File: src/rtl/instr_byte_decoder_pkg.sv
// Instruction-set definitions shared by the byte-serial decoder: opcodes,
// size encodings, the expanded instruction record and decode helpers.
package instr_byte_decoder_pkg;

  typedef logic [3:0] arg_size_t;

  localparam arg_size_t BITS_8  = 4'd0;
  localparam arg_size_t BITS_16 = 4'd1;
  localparam arg_size_t BITS_32 = 4'd2;
  localparam arg_size_t BITS_64 = 4'd3;

  localparam logic [15:0] OP_NOP     = 16'd0;
  localparam logic [15:0] OP_LOAD    = 16'd1;
  localparam logic [15:0] OP_STORE   = 16'd2;
  localparam logic [15:0] OP_STOREIF = 16'd3;
  localparam logic [15:0] OP_MOV     = 16'd4;
  localparam logic [15:0] OP_JMP     = 16'd5;
  localparam logic [15:0] OP_BRA     = 16'd6;
  localparam logic [15:0] OP_CMP     = 16'd7;
  localparam logic [15:0] OP_ADD     = 16'd8;
  localparam logic [15:0] OP_SUB     = 16'd9;
  localparam logic [15:0] OP_MUL     = 16'd10;
  localparam logic [15:0] OP_AND     = 16'd11;
  localparam logic [15:0] OP_OR      = 16'd12;
  localparam logic [15:0] OP_XOR     = 16'd13;
  localparam logic [15:0] OP_SHL     = 16'd14;
  localparam logic [15:0] OP_SHR     = 16'd15;
  localparam logic [15:0] OP_BIT     = 16'd16;
  localparam logic [15:0] OP_SETF    = 16'd17;
  localparam logic [15:0] OP_CLEARF  = 16'd18;
  localparam logic [15:0] OP_HALT    = 16'd19;

  localparam logic [15:0] OPCODE_COUNT = 16'd20;

  typedef enum logic [1:0] {
    DEC_OK         = 2'd0,
    DEC_BAD_OPCODE = 2'd1,
    DEC_BAD_SIZE   = 2'd2
  } decode_err_t;

  typedef struct packed {
    logic [15:0]      opcode;
    arg_size_t [3:0]  arg_size;
    logic [7:0]       flags;
    logic [3:0][63:0] args;
  } instruction_t;

  // Opcodes that reuse flag bits 4-7 for their own meaning, so never sign-extend.
  function automatic logic SIGNEXT_EXEMPT(input logic [15:0] op);
    logic exempt;
    case (op)
      OP_JMP, OP_BRA, OP_LOAD, OP_STORE, OP_STOREIF, OP_BIT, OP_SETF, OP_CLEARF: exempt = 1'b1;
      default: exempt = 1'b0;
    endcase
    return exempt;
  endfunction

  function automatic logic [5:0] instr_enc_len(input arg_size_t [3:0] sizes);
    logic [6:0] total;
    total = 7'd5;
    for (int i = 0; i < 4; i++) begin
      total = total + (7'd1 << sizes[i][1:0]);
    end
    return total[5:0];
  endfunction

endpackage

File: src/rtl/instr_byte_decoder_arg_extender.sv
// Combinational widening of a raw little-endian argument accumulator to 64 bits,
// zero- or sign-extended from its encoded width.
module arg_extender
  import instr_byte_decoder_pkg::*;
(
  input  logic [63:0] raw,
  input  arg_size_t   size,
  input  logic        sign_en,
  output logic [63:0] arg
);

  // Replicate the top bit of the encoded width only when sign extension is asked for.
  always_comb begin
    arg = raw;
    case (size)
      BITS_8:  arg = {{56{sign_en & raw[7]}},  raw[7:0]};
      BITS_16: arg = {{48{sign_en & raw[15]}}, raw[15:0]};
      BITS_32: arg = {{32{sign_en & raw[31]}}, raw[31:0]};
      BITS_64: arg = raw;
      default: arg = raw;
    endcase
  end

endmodule

File: src/rtl/instr_byte_decoder.sv
// Byte-serial instruction decoder: assembles instruction_t from the encoded stream.
// Optional sign extension of args is enabled by defining INSTR_DECODER_SIGN_EXTEND_EN.
module instr_byte_decoder
  import instr_byte_decoder_pkg::*;
(
  input  logic         clk,
  input  logic         rst_n,
  input  logic         flush,
  input  logic [7:0]   in_data,
  input  logic         in_valid,
  output logic         in_ready,
  output instruction_t out_instr,
  output logic         out_valid,
  input  logic         out_ready,
  output logic [1:0]   out_err,
  output logic [5:0]   out_len
);

  localparam logic [1:0] ST_HDR   = 2'd0;
  localparam logic [1:0] ST_ARG   = 2'd1;
  localparam logic [1:0] ST_EMIT  = 2'd2;
  localparam logic [1:0] ST_FAULT = 2'd3;

  logic [1:0]   state_r;
  logic [2:0]   hdr_cnt_r;
  logic [1:0]   arg_idx_r;
  logic [2:0]   byte_idx_r;
  logic [63:0]  acc_r;
  logic [5:0]   len_r;
  logic         valid_r;
  decode_err_t  err_r;
  instruction_t instr_r;

  logic         in_ready_s;
  logic         accept_s;
  arg_size_t    cur_size_s;
  logic [2:0]   last_idx_s;
  logic         last_byte_s;
  logic [63:0]  acc_merged_s;
  logic [63:0]  arg_ext_s;
  logic         sign_en_s;
  logic [5:0]   len_inc_s;

  assign in_ready_s  = !flush && ((state_r == ST_HDR) || (state_r == ST_ARG));
  assign accept_s    = in_valid && in_ready_s;
  assign cur_size_s  = instr_r.arg_size[arg_idx_r];
  assign last_byte_s = (byte_idx_r == last_idx_s);
  assign len_inc_s   = (len_r == 6'd63) ? len_r : len_r + 6'd1;

  // Index of the final byte of the arg currently being collected.
  always_comb begin
    case (cur_size_s)
      BITS_8:  last_idx_s = 3'd0;
      BITS_16: last_idx_s = 3'd1;
      BITS_32: last_idx_s = 3'd3;
      default: last_idx_s = 3'd7;
    endcase
  end

  // Accumulator with the incoming byte dropped into its little-endian lane.
  always_comb begin
    acc_merged_s = acc_r;
    acc_merged_s[{byte_idx_r, 3'b000} +: 8] = in_data;
  end

`ifdef INSTR_DECODER_SIGN_EXTEND_EN
  assign sign_en_s = instr_r.flags[3'd4 + {1'b0, arg_idx_r}] && !SIGNEXT_EXEMPT(instr_r.opcode);
`else
  assign sign_en_s = 1'b0;
`endif

  arg_extender u_arg_extender (
    .raw     (acc_merged_s),
    .size    (cur_size_s),
    .sign_en (sign_en_s),
    .arg     (arg_ext_s)
  );

  // Decode FSM: header, args, emit handshake, and the sticky fault after a bad size.
  always_ff @(posedge clk or negedge rst_n) begin
    if (!rst_n) begin
      state_r    <= ST_HDR;
      hdr_cnt_r  <= 3'd0;
      arg_idx_r  <= 2'd0;
      byte_idx_r <= 3'd0;
      acc_r      <= 64'd0;
      len_r      <= 6'd0;
      valid_r    <= 1'b0;
      err_r      <= DEC_OK;
      instr_r    <= '0;
    end else if (flush) begin
      state_r    <= ST_HDR;
      hdr_cnt_r  <= 3'd0;
      arg_idx_r  <= 2'd0;
      byte_idx_r <= 3'd0;
      acc_r      <= 64'd0;
      len_r      <= 6'd0;
      valid_r    <= 1'b0;
      err_r      <= DEC_OK;
    end else begin
      case (state_r)
        ST_HDR: begin
          if (accept_s) begin
            len_r     <= len_inc_s;
            hdr_cnt_r <= hdr_cnt_r + 3'd1;
            case (hdr_cnt_r)
              3'd0: begin
                instr_r              <= '0;
                instr_r.opcode[7:0]  <= in_data;
              end
              3'd1: instr_r.opcode[15:8] <= in_data;
              3'd2, 3'd3: begin
                instr_r.arg_size[{hdr_cnt_r[0], 1'b0}] <= in_data[3:0];
                instr_r.arg_size[{hdr_cnt_r[0], 1'b1}] <= in_data[7:4];
                // Any size nibble above BITS_64 aborts the instruction right here.
                if ((in_data[3:0] > BITS_64) || (in_data[7:4] > BITS_64)) begin
                  state_r   <= ST_EMIT;
                  hdr_cnt_r <= 3'd0;
                  valid_r   <= 1'b1;
                  err_r     <= DEC_BAD_SIZE;
                end
              end
              3'd4: begin
                instr_r.flags <= in_data;
                state_r       <= ST_ARG;
                hdr_cnt_r     <= 3'd0;
                arg_idx_r     <= 2'd0;
                byte_idx_r    <= 3'd0;
                acc_r         <= 64'd0;
              end
              default: hdr_cnt_r <= 3'd0;
            endcase
          end
        end
        ST_ARG: begin
          if (accept_s) begin
            len_r <= len_inc_s;
            if (last_byte_s) begin
              instr_r.args[arg_idx_r] <= arg_ext_s;
              acc_r      <= 64'd0;
              byte_idx_r <= 3'd0;
              if (arg_idx_r == 2'd3) begin
                state_r <= ST_EMIT;
                valid_r <= 1'b1;
                err_r   <= (instr_r.opcode >= OPCODE_COUNT) ? DEC_BAD_OPCODE : DEC_OK;
              end else begin
                arg_idx_r <= arg_idx_r + 2'd1;
              end
            end else begin
              acc_r      <= acc_merged_s;
              byte_idx_r <= byte_idx_r + 3'd1;
            end
          end
        end
        ST_EMIT: begin
          if (out_ready) begin
            valid_r <= 1'b0;
            len_r   <= 6'd0;
            err_r   <= DEC_OK;
            state_r <= (err_r == DEC_BAD_SIZE) ? ST_FAULT : ST_HDR;
          end
        end
        ST_FAULT: state_r <= ST_FAULT;
        default:  state_r <= ST_HDR;
      endcase
    end
  end

  assign in_ready  = in_ready_s;
  assign out_valid = valid_r;
  assign out_err   = err_r;
  assign out_len   = len_r;
  assign out_instr = instr_r;

endmodule

File: config.mk
export PLATFORM = sky130hd
export DESIGN_NAME = instr_byte_decoder
export DESIGN_NICKNAME = d
export VERILOG_FILES = /design/src/rtl/instr_byte_decoder_pkg.sv /design/src/rtl/instr_byte_decoder_arg_extender.sv /design/src/rtl/instr_byte_decoder.sv
export SDC_FILE = /design/constraint.sdc
export NUM_CORES = 1
export LEC_CHECK = 0
export ABC_AREA = 0
export CAP_MARGIN = 20
export CORE_MARGIN = 3
export CORE_UTILIZATION = 51
export CTS_BUF_LIST = sky130_fd_sc_hd__clkbuf_2 sky130_fd_sc_hd__clkbuf_4 sky130_fd_sc_hd__clkbuf_8
export CTS_CLUSTER_DIAMETER = 50
export DETAILED_ROUTE_END_ITERATION = 8
export GPL_TIMING_DRIVEN = 0
export PLACE_DENSITY = 0.77
export SYNTH_ARGS = -nofsm -noshare
export SYNTH_HDL_FRONTEND = slang
export SYNTH_SLANG_ARGS = --single-unit
File: constraint.sdc
create_clock -name clk -period 8 [get_ports clk]
set_input_delay 1.6 -clock clk [delete_from_list [all_inputs] [get_ports clk]]
set_output_delay 1.6 -clock clk [all_outputs]
set_load 0.05 [all_outputs]
==> results of run 1 <==
==> registers in the layout, indices dropped and copies added, names as in the netlist <==
register and cells:
acc_r 64, arg_idx_r 2, byte_idx_r 3, hdr_cnt_r 3, out_err 2, out_instr 296, out_len 6, out_valid 1
state_r 2
==> cell families after synthesis <==
kind of cell               Yosys count
adders and majority gates           17
muxes                               50
buffers and inverters              257
DFF                                379
AOI/OAI and AO/OA                  492
and+or+nand+nor                    984
xor gates and xnor gates             3
==> cell type report <==
class                           count  area [um^2]
Buffer                            185          729
Clock buffer                      108         1380
Clock inverter                      9          100
Fill cell                        2985        12300
Inverter                           72          270
Multi-Input combinational cell   1546         8640
Sequential cell                   379         9480
Tap cell                          468          586
Timing Repair Buffer              321         3270
==> stage by stage <==
| stage | hold slack [ns] | power [uW] | cells | TNS [ns] |
|---|---|---|---|---|
| after floorplan | 0.457 | 3830 | 2182 | 0 |
| after global placement | 0.465 | 4670 | 2967 | -4209.28 |
| after detailed placement | 0.472 | 4730 | 2971 | 0 |
| after CTS | 0.485 | 6690 | 3088 | 0 |
| after global routing | 0.518 | 6980 | 3088 | 0 |
| final | 0.481 | 6740 | 3088 | 0 |
==> final timing paths <==
check                      slack, ns      startpoint  depth (start not counted)              to
max in group asynchronous       5.59           rst_n                          3    hdr_cnt_r[1]
setup reg to reg                3.60      state_r[1]                          9   out_instr[75]
setup / recovery                3.34           flush                          4        in_ready
hold reg to reg                 0.48  out_instr[262]                          2  out_instr[262]
hold / removal                  0.48  out_instr[262]                          2  out_instr[262]
min in group asynchronous       1.01           rst_n                          1  out_instr[243]
==> layer usage <==
layer | wire (um) | share of wire (%)
met1 | 27700 | 39
met2 | 31900 | 45
met3 | 7300 | 10
met4 | 3910 | 5.5
met5 | 0 | 0
==> report_power, final <==
| group | leakage, uW | switching, uW | internal [uW] | total [uW] |
|---|---|---|---|---|
| clock network | 0.000781 | 821 | 1150 | 1970 |
| logic | 0.00355 | 1860 | 615 | 2470 |
| registers | 0.00527 | 191 | 2100 | 2290 |
| total | 0.00960 | 2870 | 3870 | 6740 |
==> Yosys cell counts, drive strengths merged (2+ instances only) <==
cell type,count,area [um^2]
mux2i,43,430
a41o,3,30.0
nand2,622,2330
o211ai,240,1840
clkbuf,132,495
a22oi,8,60.1
mux2,3,33.8
or3,2,12.5
nor2b,3,18.8
o21ai,35,175
and3,2,12.5
a211oi,3,27.5
o21a,3,22.5
xor2,3,26.3
nand2b,13,81.3
a21oi,41,205
o311ai,3,26.3
nor2,59,224
o22ai,59,369
buf,53,234
nand4,4,25.0
a22o,17,149
or2,5,31.3
and2,2,12.5
mux4,4,90.1
nand3,242,1210
or4,2,15.0
a31oi,3,18.8
o41ai,25,219
inv,71,267
nor3,12,76.3
a31o,26,228
ha,17,213
nor4,11,68.8
o31ai,11,128
a221oi,4,93.8
nand3b,2,15.0
dfrtp,379,9480
==> worst register-to-register path: stages (launching register included) <==
cell and delay [ns]:
dfrtp_1 0.42, inv_1 0.10, ha_1 0.16, clkbuf_1 0.52, nor2_1 0.21, nor3_1 0.84, nand2_1 0.22, nor3_2 0.99
clkbuf_1 0.57, o21ai_0 0.22
==> out/metrics.cfg, run 1 <==
[status]
outcome = finished clean

[setup_path]
cpPeakStageDelay_ns = 0.71
crit_buf_inv = 3
critPathCaptureType = primary output
critPathKind = input port to primary output
path_delay_family = buffers and inverters
cp_data_arrival_time_ns = 3.06
cpMostUsedCell = clkbuf_1
crit_chain = clkbuf_1 -> clkbuf_1 -> nor2_1 -> clkdlybuf4s50_1
crit_path_top_delay_cell = clkdlybuf4s50_1
required_ns = 6.40
cp_max_fo = 10
critPathLaunchType = input port

[layout]
layout_commonest_cell = nand2_1
layout_common_cells = 622 x nand2_1, 379 x dfrtp_1, 316 x clkdlybuf4s50_1, 242 x nand3_1, 233 x o211ai_1
finalInstanceArea_um2 = 24500
utilization_pct = 66.5
drive_gt1_share_pct = 8.02
layout.nets = 2601
syn2layout_area_growth_pct = 27.9
diodes = 0

[floorplan]
die_h_um = 200
die_w_um = 200
dieArea_um2 = 39900
io_pins = 319
initial_core_util_pct = 52.0
core_area_um2 = 36800
rows = 70

[detailed_routing]
detail-route-antenna-nets = 0
drt_wl_total_mm = 70.8
wire_per_inst_um = 22.9
drc = 0
drtIter0Drc = 2799
viasPerCell = 6.30
vias = 19500
drtPass1Iterations = 5

[global_routing]
grt.busiest_layer = met2
first_global_vias = 18600
grtUsageTotal_pct = 34.8
met3_usage_pct = 6.53
grt_overflow = 0
grtUsageMet1_pct = 48.3
grt_pass1_wl_mm = 107
grt_max_degree = 101
grt_antenna_before_repair = 0
met2_usage_pct = 52.4

[clock_network]
hold_buffers = 0
htreeDepth = 3
ctsResizeCount = 0
cts_buffer_depth = 3
cts_root_buf = clkbuf_8
postCtsSetupBuffers = 0
cts_tree = done
worst_setup_hold_path_clk_slew_ns = 0.06
cts_num_sinks = 379
clkLatencyLatePin_ns = 0.62
numCtsBuffers = 66

[logic_synthesis]
synth_area_per_cell_um2 = 8.77
ys_ff_latch = 379
syn_nets = 2212
ys.flop_type = dfrtp_1
yosys.area_share.adder_pct = 1.11
synth_top_family_by_area = simple AND/OR/NAND/NOR gates
synth_edf_count = 0
ys_warn_count = 0
ys_seq_area_share_pct = 49.6
synth_compound_area_share_pct = 19.3
post_synth_num_cell_types = 67
syn_inst = 2182
async_flop_share_pct = 100
yosys.area_share.simple_pct = 21.8
synth_xor_area_share_pct = 0.137
muxShareOfSynthArea_pct = 2.90
syn_area_um2 = 19100

[sta]
setup_viol = 0
fin_skew_ns = 0.0204
max-slew-margin-rel_pct = 16.0
rsz0062_at_grt = no
min_period_over_period_pct = 58.3
max_freq_mhz = 214
drv_slew = 0
hold_viol_final = 0
setup_slack_ns = 3.34
finalCriticalPeriod_ns = 4.66
tightest_slew_ns = 1.25

[placed_design]
port_buffers = 317
postPlaceCellArea_um2 = 23000
routabilityCongestion = 0.952
dp_worst_setup_slack_ns = 3.11
hpwl_mm = 50.8

[min_path]
hp-class = register to register

[power_and_ir_drop]
leakage_uw = 0.00960
p_per_area_nw_per_um2 = 275
peakVddDrop_mv = 0.213

[job]
cap_violations = 0

(Power assumes the default switching activity.)
==> run 2, diff against run 1 <==
==> constraint.sdc (replaced) <==
create_clock -name clk -period 4.4 [get_ports clk]
set_input_delay 0.88 -clock clk [delete_from_list [all_inputs] [get_ports clk]]
set_output_delay 0.88 -clock clk [all_outputs]
set_load 0.05 [all_outputs]
==> results of run 2 <==
The final DEF is identical to that of run 1. Status: finished clean.
Among the figures that moved: setup slack after placement 3.11 ns -> 0.229 ns; setup slack after layout 3.34 ns -> 0.00447 ns; hold slack 0.481 ns -> 0.286 ns; start point of the critical path flush -> state_r[1]; end point of the critical path in_ready -> out_instr[75]; register-to-register setup slack 3.60 ns -> 0.004 ns; total power 6740 uW -> 12200 uW; worst IR drop on VDD 0.213 mV -> 0.388 mV
==> run 3, diff against run 2 <==
--- a/config.mk
+++ b/config.mk
@@ -8,12 +8,13 @@
 export ABC_AREA = 0
 export CAP_MARGIN = 20
 export CORE_MARGIN = 3
-export CORE_UTILIZATION = 51
+export CORE_UTILIZATION = 56
 export CTS_BUF_LIST = sky130_fd_sc_hd__clkbuf_2 sky130_fd_sc_hd__clkbuf_4 sky130_fd_sc_hd__clkbuf_8
 export CTS_CLUSTER_DIAMETER = 50
 export DETAILED_ROUTE_END_ITERATION = 8
 export GPL_TIMING_DRIVEN = 0
-export PLACE_DENSITY = 0.77
+export PLACE_DENSITY = 0.83
+export REMOVE_ABC_BUFFERS = 1
 export SYNTH_ARGS = -nofsm -noshare
 export SYNTH_HDL_FRONTEND = slang
 export SYNTH_SLANG_ARGS = --single-unit
==> run 3 against run 2 <==
Effect of this change: clock skew shrank 0.0022 ns; sequential share of layout area about the same; register-to-register slack better by 0.25 ns; count of clock-buffer cells in the layout shrank 4.
==> out/metrics.cfg, run 3 (synthesis results as in run 1) <==
[status]
outcome = finished clean

[setup_path]
critPathCaptureType = register
critPathLaunch = byte_idx_r[0]
path_delay_family = compound AO/OA/AOI/OAI gates
critPathLaunchType = register
cpPeakStageDelay_ns = 0.68
crit_buf_inv = 1  ; -2
required_ns = 4.82
cpMostUsedCell = ha_1
crit_path_top_delay_cell = dfrtp_1
worstReg2RegStart = byte_idx_r[0]
cp_data_arrival_time_ns = 4.56
crit_chain = clkinv_1 -> ha_1 -> ha_1 -> nor4b_1 -> nand3_1 -> a41o_1 -> a21oi_1 -> o22ai_1
cp_max_fo = 18  ; +8
critPathKind = register to register

[sta]
rsz0062_at_grt = no
fin_skew_ns = 0.0183  ; -0.00219 ns
setup_viol = 0  ; unchanged
hold_ws_ns = 0.197
finalSetupTns_ns = 0  ; unchanged
tightest_slew_ns = 1.17  ; -0.0837 ns
max-slew-margin-rel_pct = 21.8  ; +5.8 points
max_freq_mhz = 241
drv_slew = 0  ; unchanged
hold_viol_final = 0  ; unchanged
min_period_over_period_pct = 94.2
finalCriticalPeriod_ns = 4.14

[global_routing]
grt_antenna_before_repair = 0  ; unchanged
grtUsageTotal_pct = 34.0  ; -0.78 points
grt_pass1_wl_mm = 99.8  ; -7.0%
grt_max_degree = 126  ; +25%
first_global_vias = 18400  ; -1.1%
grt_overflow = 0  ; unchanged

[layout]
diodes = 0  ; unchanged
drive_gt1_share_pct = 9.31  ; +1.3 points
layout_commonest_cell = nand2_1
fillers = 2386  ; -20%
final_cells = 2919  ; -5.5%
syn2layout_area_growth_pct = 28.0  ; about the same
largest_register_ffs = 296  ; unchanged
layout_common_cells = 621 x nand2_1, 379 x dfrtp_1, 317 x clkdlybuf4s50_1, 241 x nand3_1, 233 x o211ai_1
layout.nets = 2454  ; -5.7%

[min_path]
hp-class = input port to async pin

[placed_design]
routabilityCongestion = 0.935  ; -1.8%
dp.cells = 2806  ; -5.6%
port_buffers = 318  ; +0.32%
hpwl_mm = 40.8  ; -20%

[floorplan]
io_pins = 319  ; unchanged
core_area_um2 = 33600  ; -8.6%
dieArea_um2 = 36400  ; -8.7%
die_h_um = 191  ; -4.4%
rows = 67  ; -4.3%
die_w_um = 191  ; -4.4%
initial_core_util_pct = 56.9  ; +4.9 points

[power_and_ir_drop]
combPwrFrac_pct = 37.7  ; +1.0 points
peakVddDrop_mv = 0.517
cell_internal_pwr_uw = 6910
p_sw_uw = 5070
leakage_uw = 0.00959  ; about the same
p_per_area_nw_per_um2 = 489
pwr-share-seq_pct = 34.6  ; +0.6 points
switching_share_pct = 42.3
pwr-share-clk_pct = 27.7  ; -1.6 points

[detailed_routing]
vias = 18500  ; -5.1%
drtPass1Iterations = 6  ; +1
drt_wl_total_mm = 63.0  ; -11%
drtIter0Drc = 1896  ; -32%
drc = 0  ; unchanged
detail-route-antenna-nets = 0  ; unchanged
wire_per_inst_um = 21.6  ; -6.0%
viasPerCell = 6.33  ; +0.42%

[clock_network]
worst_setup_hold_path_clk_slew_ns = 0.06  ; about the same
htreeDepth = 2  ; -1
cts_buffer_depth = 3  ; unchanged
clkLatencyLatePin_ns = 0.61  ; about the same
cts_num_sinks = 379  ; unchanged
hold_buffers = 0  ; unchanged
numCtsBuffers = 61  ; -7.6%
cts_root_buf = clkbuf_8
cts_tree = done

[job]
cap_violations = 0  ; unchanged

run 3: cell count changes in the layout (fill, tap and decap cells not counted), sizes merged:
cell,previous run,this run
clkinvlp,2,3
buf,58,47
clkinv,6,4
bufinv,2,0
clkdlybuf4s50,316,317
clkbuf,240,104
run 3: power by group through the flow:
stage | Sequential (uW) | Combinational (uW) | Clock (uW)
final | 4140 | 4520 | 3320
after global routing | 4180 | 4720 | 3510
after CTS | 4130 | 4470 | 3340
after detailed placement | 4190 | 4450 | 0
after global placement | 4180 | 3850 | 0
after floorplan | 5230 | 1490 | 0
run 3: final timing paths:
check | end | slack (ns) | cells past startpoint
worst min-delay path | out_instr[203] | 0.20 | 1
min in group clk | out_instr[262] | 0.48 | 2
worst max-delay path | acc_r[4] | 0.26 | 8
worst min register to register | out_instr[262] | 0.48 | 2
max in group asynchronous | out_instr[80] | 2.79 | 3
worst max register to register | acc_r[4] | 0.26 | 8
run 3: per-stage QoR:
| stage | util, % | total power, uW | instance area, um^2 | setup WS [ns] |
|---|---|---|---|---|
| global placement | 65.9 | 8020 | 22100 | -14.12 |
| CTS | 72.7 | 11900 | 24400 | 0.143 |
| finish | 72.8 | 12000 | 24500 | 0.257 |
| floorplan | - | 6720 | 18400 | -5.06 |
| global route | 72.8 | 12400 | 24500 | 0.0243 |
| detailed placement | 68.7 | 8640 | 23100 | -0.173 |
run 3: worst register-to-register path: cells and delay by family (launching register included):
family | cells | cell delay [ns]
DFF | 1 | 0.68
AOI/OAI and AO/OA | 3 | 1.16
adders and majority gates | 2 | 0.67
buffers and inverters | 1 | 0.49
and+or+nand+nor | 2 | 0.97
run 3: layout make-up:
cell class	instances	area [um^2]	share of cell area (%)
well taps	448	561	2.29
repair buffers	364	4030	16.5
flip-flops and latches	379	9480	38.8
multi-input cells	1546	8770	35.9
clock inverters	6	37.5	0.153
clock buffers	104	1320	5.39
inverters	72	270	1.10
run 3: what timing repair did:
action,4_1_cts,5_1_grt
setup endpoints to repair,0,15
endpoints found under the hold margin,0,0
resized for setup,0,1
setup buffers,0,2
run 3: layer usage:
metal  vias to the layer above  part of all wire [%]  wire length, um  global-route usage, %
met5                         -                     0                0                      0
met4                         0                   4.2             2640                   15.6
met3                       207                   9.8             6160                   8.47
met2                      1024                    47            29500                   53.0
met1                      9061                    39            24700                   45.0
li1                       8186                     -                -                      -
